[src/rtl/bcd_pkg.sv]
// -----------------------------------------------------------------------------
// bcd_pkg
// Shared definitions for the serial BCD adder: controller state encoding and
// the decimal constants used by the digit-correction logic.
// No ports (package).
// -----------------------------------------------------------------------------
package bcd_pkg;

   // Controller states. Kept as plain sized constants so the encoding is fixed
   // and can be compared directly against the exported debug state.
   typedef logic [1:0] state_t;
   localparam state_t ST_IDLE = 2'd0;
   localparam state_t ST_ADD  = 2'd1;
   localparam state_t ST_DONE = 2'd2;

   // Largest legal decimal digit, and the adjustment that pushes a binary
   // digit sum above 9 into the next nibble.
   localparam logic [4:0] BCD_MAX = 5'd9;
   localparam logic [4:0] BCD_ADJ = 5'd6;

endpackage

[src/rtl/bcd_digit_correct.sv]
// -----------------------------------------------------------------------------
// bcd_digit_correct
// Combinational decimal correction of one binary digit sum.
// Ports:
//   raw   in  [4:0]  binary sum A[i] + B[i] + carry (0..19 for valid digits)
//   digit out [3:0]  corrected decimal digit
//   carry out        decimal carry into the next digit
// -----------------------------------------------------------------------------
module bcd_digit_correct
   import bcd_pkg::*;
(
   input  logic [4:0] raw,
   output logic [3:0] digit,
   output logic       carry
);

   logic [4:0] corr;

   // Adding 6 skips the six unused codes A..F, so the decimal carry lands in
   // bit 4. With invalid input digits the sum may wrap; that result is
   // meaningless anyway and err flags it.
   always_comb begin
      corr = raw;
      if (raw > BCD_MAX) begin
         corr = raw + BCD_ADJ;
      end
   end

   assign digit = corr[3:0];
   assign carry = corr[4];

endmodule

[src/rtl/bcd_serial_adder.sv]
// -----------------------------------------------------------------------------
// bcd_serial_adder
// Adds two packed BCD operands one digit per clock, least-significant first,
// using a single shared digit-correction unit.
// Timeline (start sampled at edge 0): edges 1..NDIG each resolve one digit,
// the state enters DONE at edge NDIG, done is raised at edge NDIG+1 and the
// controller returns to IDLE at edge NDIG+2.
// Handshake: start is a request sampled only in IDLE; requests seen while busy
// are dropped, not queued. done is a one-cycle pulse; sum/cout/err are valid
// from done and held until the next accepted start.
// Ports:
//   clk        in   rising-edge clock
//   rst_n      in   asynchronous active-low reset
//   start      in   begin a new addition (IDLE only)
//   a, b       in   [4*NDIG-1:0] packed BCD operands, digit 0 in [3:0]
//   cin        in   decimal carry into digit 0
//   busy       out  high in ADD and DONE
//   done       out  one-cycle result-valid pulse
//   sum        out  [4*NDIG-1:0] packed BCD result
//   cout       out  decimal carry out of the top digit
//   err        out  an operand digit latched at start was above 9
//   dbg_state  out  [1:0] controller state, for observation only
// -----------------------------------------------------------------------------
module bcd_serial_adder
   import bcd_pkg::*;
#(
   parameter int NDIG = 4
) (
   input  logic                clk,
   input  logic                rst_n,
   input  logic                start,
   input  logic [4*NDIG-1:0]   a,
   input  logic [4*NDIG-1:0]   b,
   input  logic                cin,
   output logic                busy,
   output logic                done,
   output logic [4*NDIG-1:0]   sum,
   output logic                cout,
   output logic                err,
   output logic [1:0]          dbg_state
);

   localparam int W  = 4 * NDIG;
   localparam int IW = (NDIG > 1) ? $clog2(NDIG) : 1;
   localparam logic [IW-1:0] IDX_LAST = IW'(NDIG - 1);

   state_t          state;
   logic [W-1:0]    op_a;
   logic [W-1:0]    op_b;
   logic [IW-1:0]   idx;
   logic            carry;

   logic [3:0]      a_dig;
   logic [3:0]      b_dig;
   logic [4:0]      raw;
   logic [3:0]      dig;
   logic            cy;
   logic            bad;

   // Select the digit pair for the current index from the latched operands.
   always_comb begin
      a_dig = '0;
      b_dig = '0;
      for (int i = 0; i < NDIG; i++) begin
         if (idx == IW'(i)) begin
            a_dig = op_a[i*4 +: 4];
            b_dig = op_b[i*4 +: 4];
         end
      end
   end

   assign raw = {1'b0, a_dig} + {1'b0, b_dig} + {4'b0000, carry};

   bcd_digit_correct u_correct (
      .raw   (raw),
      .digit (dig),
      .carry (cy)
   );

   // Invalid-digit scan of the live inputs; only captured on an accepted start.
   always_comb begin
      bad = 1'b0;
      for (int i = 0; i < NDIG; i++) begin
         if (({1'b0, a[i*4 +: 4]} > BCD_MAX) || ({1'b0, b[i*4 +: 4]} > BCD_MAX)) begin
            bad = 1'b1;
         end
      end
   end

   always_ff @(posedge clk or negedge rst_n) begin
      if (!rst_n) begin
         state <= ST_IDLE;
         op_a  <= '0;
         op_b  <= '0;
         idx   <= '0;
         carry <= 1'b0;
         sum   <= '0;
         cout  <= 1'b0;
         err   <= 1'b0;
         done  <= 1'b0;
      end else begin
         case (state)
            ST_IDLE: begin
               if (start) begin
                  op_a  <= a;
                  op_b  <= b;
                  carry <= cin;
                  idx   <= '0;
                  sum   <= '0;
                  cout  <= 1'b0;
                  err   <= bad;
                  state <= ST_ADD;
               end
            end
            ST_ADD: begin
               for (int i = 0; i < NDIG; i++) begin
                  if (idx == IW'(i)) begin
                     sum[i*4 +: 4] <= dig;
                  end
               end
               carry <= cy;
               if (idx == IDX_LAST) begin
                  cout  <= cy;
                  state <= ST_DONE;
               end else begin
                  idx <= idx + IW'(1);
               end
            end
            ST_DONE: begin
               // DONE spans two cycles: the result settles in the first, the
               // done pulse is raised for the second, then back to IDLE.
               if (!done) begin
                  done <= 1'b1;
               end else begin
                  done  <= 1'b0;
                  state <= ST_IDLE;
               end
            end
            default: begin
               state <= ST_IDLE;
            end
         endcase
      end
   end

   assign busy      = (state == ST_ADD) || (state == ST_DONE);
   assign dbg_state = state;

endmodule

[config.mk]
export PLATFORM = sky130hd
export DESIGN_NAME = bcd_serial_adder
export DESIGN_NICKNAME = d
export VERILOG_FILES = /design/src/rtl/bcd_pkg.sv /design/src/rtl/bcd_digit_correct.sv /design/src/rtl/bcd_serial_adder.sv
export SDC_FILE = /design/constraint.sdc
export NUM_CORES = 1
export LEC_CHECK = 0
export ABC_AREA = 0
export CORE_MARGIN = 5
export CORE_UTILIZATION = 50
export CTS_CLUSTER_DIAMETER = 60
export CTS_CLUSTER_SIZE = 12
export DETAILED_ROUTE_END_ITERATION = 10
export PLACE_DENSITY = 0.75
export SLEW_MARGIN = 20
export SYNTH_ARGS = -nofsm -noshare
export SYNTH_HDL_FRONTEND = slang
export SYNTH_HIERARCHICAL = 1
export SYNTH_SLANG_ARGS = --single-unit
[constraint.sdc]
create_clock -name clk -period 5 [get_ports clk]
set_clock_uncertainty 0.15 [all_clocks]
set_input_delay 1 -clock clk [delete_from_list [all_inputs] [get_ports clk]]
set_output_delay 1 -clock clk [all_outputs]
set_load 0.01 [all_outputs]
# --- Yosys cells after proc, flatten, opt, wreduce, memory -nomap -nowiden ---
# Cells that the tools add are included.
totals:
  reg_bits: 56
  mem_bits_rw: 0
  input_bits: 36
  mem_bits_ro: 0
  latch_bits: 0
  out_inout_bits: 22
  mem_count: 0
op_classes:
  mul: 0
  reduce_logical: 16
  bitwise: 0
  muxes: 32
  shift: 0
  n_eq_ne: 12
  magnitude_cmp: 9
  n_addsub: 4
  div_mod_pow: 0
op_table:
  columns: ["operator", "n"]
  rows:
  - ["two-way mux 4 bit", 12]
  - ["> comparator 4 bit, second input constant", 8]
  - ["one-hot mux 16 bit (2 select lines)", 1]
  - ["AND reduction 3 bit", 6]
  - ["two-way mux 16 bit", 1]
  - ["!= test 2 bit, second input constant", 7]
  - ["two-way mux 2 bit", 5]
  - ["two-way mux 1 bit", 8]
  - ["equality test 2 bit, second input constant", 3]
  - ["one-hot mux 2 bit (3 select lines)", 1]
  - ["adder 4 x 4 -> 5 bit", 1]
  - ["adder 5 x 1 -> 5 bit", 1]
  - ["adder 5 x 3 -> 5 bit, second input constant", 1]
  - ["> comparator 5 x 4 -> 1 bit, second input constant", 1]
  - ["logical OR 1 bit", 5]
  - ["two-way mux 5 bit", 1]
  - ["equality test 2 x 1 -> 1 bit, second input constant", 2]
  - ["zero test 2 bit", 2]
  - ["one-hot mux 1 bit (2 select lines)", 2]
  - ["one-hot mux 2 bit (2 select lines)", 1]
  - ["AND reduction 2 bit", 2]
  - ["adder 2 x 1 -> 2 bit, second input constant", 1]
  - ["nonzero test 2 bit", 1]

# --- Depth between registers and ports, before layout ---
logic_depth:
  ltp_word: 11
  depth_mapped: 18

# --- Modules after synthesis ---
# Netlist, hierarchy kept.
modules_own_cells:
  columns: ["mod", "instances", "cells_each", "area_each_um2"]
  rows:
  - ["bcd_serial_adder", 1, 251, 2906.5]
  - ["bcd_digit_correct", 1, 20, 133.9]

# --- Worst setup path after synthesis ---
# Ideal clock, no wire load.
synth_path:
  kind: "reg2reg"
  start: "register idx[0]"
  end: "register sum[10]"
  path_slack_ns: 1.232
  path_buffers: 1
  required_ns: 4.729
  arrival_time_ns: 3.497
  setup_time_ns: 0.121
  stages_incl_launch_ff: 18
  path_cell_list: "dfrtp_1 inv_1 ha_1 clkbuf_1 a221oi_1 nor3_1 a21oi_1 fa_1 fa_1 xnor2_1 inv_1 ha_1 nand2b_4 a21o_1 a21oi_1 and2_4 mux2_2 a22o_1"
synth_via:
  elab_chain_len: 11
  word_cells_on_any_way: 21
synth_rtl:
  columns: ["item", "line", "rtl"]
  rows:
  - ["start: declaration", "bcd_serial_adder.sv:50", "logic [IW-1:0] idx;"]
  - ["start signal: assignment", "bcd_serial_adder.sv:126", "idx <= idx + IW'(1);"]
  - ["zero test 2 bit", "bcd_serial_adder.sv:65", "if (idx == IW'(i)) begin"]
  - ["two-way mux 4 bit (4 in a row)", "bcd_serial_adder.sv:65", null]
  - ["adder 4 x 4 -> 5 bit (*)", "bcd_serial_adder.sv:72", "assign raw = {1'b0, a_dig} + {1'b0, b_dig} + {4'b0000, carry};"]
  - ["adder 5 x 1 -> 5 bit (*)", "bcd_serial_adder.sv:72", null]
  - ["named net raw[2]", "bcd_serial_adder.sv:55", "logic [4:0] raw;"]
  - ["adder 5 x 3 -> 5 bit / > comparator 5 x 4 -> 1 bit (equally long branches)", "bcd_digit_correct.sv:25, bcd_digit_correct.sv:24", null]
  - ["two-way mux 5 bit (*)", "bcd_digit_correct.sv:24", "if (raw > BCD_MAX) begin"]
  - ["named net dig[2]", "bcd_serial_adder.sv:56", "logic [3:0] dig;"]
  - ["two-way mux 4 bit (*)", "bcd_serial_adder.sv:117", "if (idx == IW'(i)) begin"]
  - ["one-hot mux 16 bit (2 select lines) (*)", "bcd_serial_adder.sv:102", "case (state)"]
  - ["end signal: indexed assignment", "bcd_serial_adder.sv:118", "sum[i*4 +: 4] <= dig;"]
  - ["end: declaration", "bcd_serial_adder.sv:37", "output logic [4*NDIG-1:0] sum,"]
# The timed path passes the listed nets; every way through them passes the cells marked *. The select of a mux whose other input is x is not followed.
# A chain may end at the register's enable or synchronous reset.

# --- Final worst setup path ---
layout_path:
  start: "register idx[1]"
  end: "register sum[14]"
# The elaborated chain is that of the path after synthesis.

==> results.toml <==
[sta]
setup_violations = 0
rsz0062_at_grt = "false"
fin_crit_ns = 4.40
hold_viol_final = 0
totalNegativeSetupSlack_ns = 0
final.period_utilization_pct = 87.9
achievable_clock_frequency_mhz = 227
finalMaxSlewViolations = 0
slew-limit-headroom_pct = 36.8
tightest_slew_ns = 0.948

[critical_path]
worstSetupEndpointType = "register"
critical_path.startpoint_type = "register"
cp.buffers_inverters = 2
regToRegSetupSlack_ns = 0.60
cp.arrival_ns = 4.45
path_cells = "inv_1 > ha_1 > a221oi_1 > nor3_1 > a21oi_1 > fa_1 > fa_1 > xnor2_1 > inv_1 > ha_1 > nand2b_4 > a21o_1 > a21oi_1 > and2_4 > mux2_2 > a22o_1"
critPathTopFamily = "adder cells"
required_ns = 5.05
crit_path_top_delay_cell = "sky130_fd_sc_hd__ha_1"
crit_fanout = 19
criticalPathCategory = "register to register"
largest_stage_delay_on_the_critical_path_ns = 0.63

[clock_tree]
cts_made_buffers = 5
cts.hold.buffers_added = 0
cts_max_level = 2
cts_tree = "done"
cts_max_path_buffers = 2
worstSkewPairLatency_ns = 0.31
cts.repair_timing.setup_buffer_count = 0
post_cts_resized = 0
cts_num_sinks = 56
root_buffer = "sky130_fd_sc_hd__clkbuf_8"
clkTransAtPathRegs_ns = 0.10

[placed_design]
place.port_buffers = 57
place_hpwl_mm = 4.95
place.gp.congestion = 0.826

[synth]
synth_compound_area_share_pct = 15.9
post_synth_fa_ha_maj_area_fraction_pct = 5.84
synth_area_um2 = 3040
yosys_warnings = 6
synth_simple_gate_area_share_pct = 9.34
synth_fp_nets = 320
postSynthAreaPerCell_um2 = 11.2
largest_family_of_logic_cells_by_synthesized_area = "multiplexers"
ys_seq_area_share_pct = 46.1
yosys-mux-area-fraction_pct = 17.8
netlist_top_cells_area = "sky130_fd_sc_hd__dfrtp_1, sky130_fd_sc_hd__mux2_2, sky130_fd_sc_hd__a22o_1"
postSynthCellCount = 271
ys_ff_latch = 56
synth_xor_xnor_area_share_pct = 0.864
netlist-cell-type-count = 32
synth_top_area_cell = "sky130_fd_sc_hd__dfrtp_1"
synth_top_cell_area_share_pct = 46.1

[global_routing]
grt_first_pass_wirelength_mm = 11.1
grt_util_all_layers_pct = 18.4
grt_pass1_vias = 2297
overflow = 0
antenna_found_initial = 0
grt_max_degree = 57

[layout]
fillerInstances = 505
antenna_cells = 0
mostFrequentLayoutCells = "sky130_fd_sc_hd__dfrtp_1, sky130_fd_sc_hd__clkdlybuf4s50_1, sky130_fd_sc_hd__mux2_2"
area_delta_synth_final_pct = 24.0
layout.nets = 370
drive_above_1_share_pct = 20.2

[floorplanning]
io_pins = 58
initial_core_util_pct = 51.4
row_count = 28
die_width_um = 88.0
fp.dieH_um = 88.0
fp.dieArea_um2 = 7740
core_area_um2 = 5920

[routing]
via_density_per_instance = 5.62
firstDrtPassIters = 4
drtIter0Drc = 119
drt.antenna.violating_nets = 0
dr_total_vias = 2230
route.detailed.wl_per_inst_um = 16.7
wirelength_mm = 6.63
route.detailed.drc = 0

[worst_hold_path]
holdCritPathClass = "register to register"

[run_status]
run_status = "finished, final reports clean"

[flow_run]
maxCapViolCount = 0
==> worst reg2reg max path: stages (launching register included) <==
cell,delay (ns)
sky130_fd_sc_hd__dfrtp_1,0.44
sky130_fd_sc_hd__inv_1,0.11
sky130_fd_sc_hd__ha_1,0.63
sky130_fd_sc_hd__a221oi_1,0.22
sky130_fd_sc_hd__nor3_1,0.19
sky130_fd_sc_hd__a21oi_1,0.10
sky130_fd_sc_hd__fa_1,0.49
sky130_fd_sc_hd__fa_1,0.41
sky130_fd_sc_hd__xnor2_1,0.34
sky130_fd_sc_hd__inv_1,0.08
sky130_fd_sc_hd__ha_1,0.24
sky130_fd_sc_hd__nand2b_4,0.10
sky130_fd_sc_hd__a21o_1,0.14
sky130_fd_sc_hd__a21oi_1,0.07
sky130_fd_sc_hd__and2_4,0.15
sky130_fd_sc_hd__mux2_2,0.26
sky130_fd_sc_hd__a22o_1,0.18
==> metal layers <==
layer	wire length (um)	share of wire (%)	track usage, %	up-vias
li1	-	-	-	1077
met1	2970	45	23.5	1085
met2	3250	49	31.1	55
met3	277	4.2	3.86	13
met4	124	1.9	6.00	0
met5	0	0	0	-
==> per-stage QoR <==
stage                     instance area (um2)  std cells  utilization, %  hold WS, ns  setup slack, ns
after global placement                   3640        389            61.5        0.335            0.784
after floorplan                          3040        271               -        0.321             1.23
after global routing                     3770        397            63.7        0.363            0.390
final                                    3770        397            63.7        0.348            0.603
after detailed placement                 3640        389            61.5        0.334            0.671
after CTS                                3770        397            63.7        0.352            0.621
==> registers in the layout, indices dropped and copies added (netlist names) <==
| signal | count |
|---|---|
| idx | 2 |
| done | 1 |
| dbg_state | 2 |
| err | 1 |
| carry | 1 |
| op_b | 16 |
| sum | 16 |
| op_a | 16 |
| cout | 1 |
==> cell type report <==
type | count | area, um2 | share of cell area (%)
clock buffers | 7 | 96.3 | 2.56
multi-input cells | 185 | 1510 | 40.1
inverters | 13 | 48.8 | 1.29
flip-flops and latches | 56 | 1400 | 37.2
repair buffers | 60 | 588 | 15.6
well taps | 75 | 93.8 | 2.49
clock inverters | 1 | 30.0 | 0.797
==> cells in the mapped netlist <==
library cell / n
sky130_fd_sc_hd__dfrtp_1: 56
sky130_fd_sc_hd__nor2_1: 1
sky130_fd_sc_hd__nor4b_1: 1
sky130_fd_sc_hd__xor2_1: 1
sky130_fd_sc_hd__o21a_1: 1
sky130_fd_sc_hd__o31ai_1: 1
sky130_fd_sc_hd__and2_4: 4
sky130_fd_sc_hd__mux2_2: 48
sky130_fd_sc_hd__a21oi_1: 20
sky130_fd_sc_hd__xnor2_1: 2
sky130_fd_sc_hd__nand2_1: 12
sky130_fd_sc_hd__nand2b_1: 6
sky130_fd_sc_hd__clkbuf_1: 7
sky130_fd_sc_hd__buf_2: 9
sky130_fd_sc_hd__o21ai_0: 16
sky130_fd_sc_hd__ha_1: 11
sky130_fd_sc_hd__a221oi_1: 4
sky130_fd_sc_hd__nand2b_4: 1
sky130_fd_sc_hd__a21o_1: 4
sky130_fd_sc_hd__buf_4: 1
sky130_fd_sc_hd__nand4_1: 1
sky130_fd_sc_hd__inv_1: 13
sky130_fd_sc_hd__nand3_1: 2
sky130_fd_sc_hd__nor3_1: 6
sky130_fd_sc_hd__a22o_1: 19
sky130_fd_sc_hd__nor2b_1: 9
sky130_fd_sc_hd__nand3b_1: 5
sky130_fd_sc_hd__o32a_1: 1
sky130_fd_sc_hd__a41oi_1: 1
sky130_fd_sc_hd__o21ai_1: 4
sky130_fd_sc_hd__fa_1: 2
sky130_fd_sc_hd__a311oi_1: 2
==> worst paths after layout <==
| path | start | to | cells after the start |
|---|---|---|---|
| max in group asynchronous | rst_n | op_b[3] | 2 |
| max reg2reg | idx[1] | sum[14] | 16 |
| min in group asynchronous | rst_n | sum[0] | 2 |
| min | done | done | 1 |
| max | idx[1] | sum[14] | 16 |
| min reg2reg | done | done | 1 |
==> cell families after synthesis <==
kind of cell,after synthesis
compound gates,73
xor+xnor,3
fa+ha+maj,13
buf+inv,30
flops,56
mux,48
simple gates,48
Power is left out: the tool's default activity adds up to more than one toggle a clock period on the data nets, which glitch-free logic cannot reach.
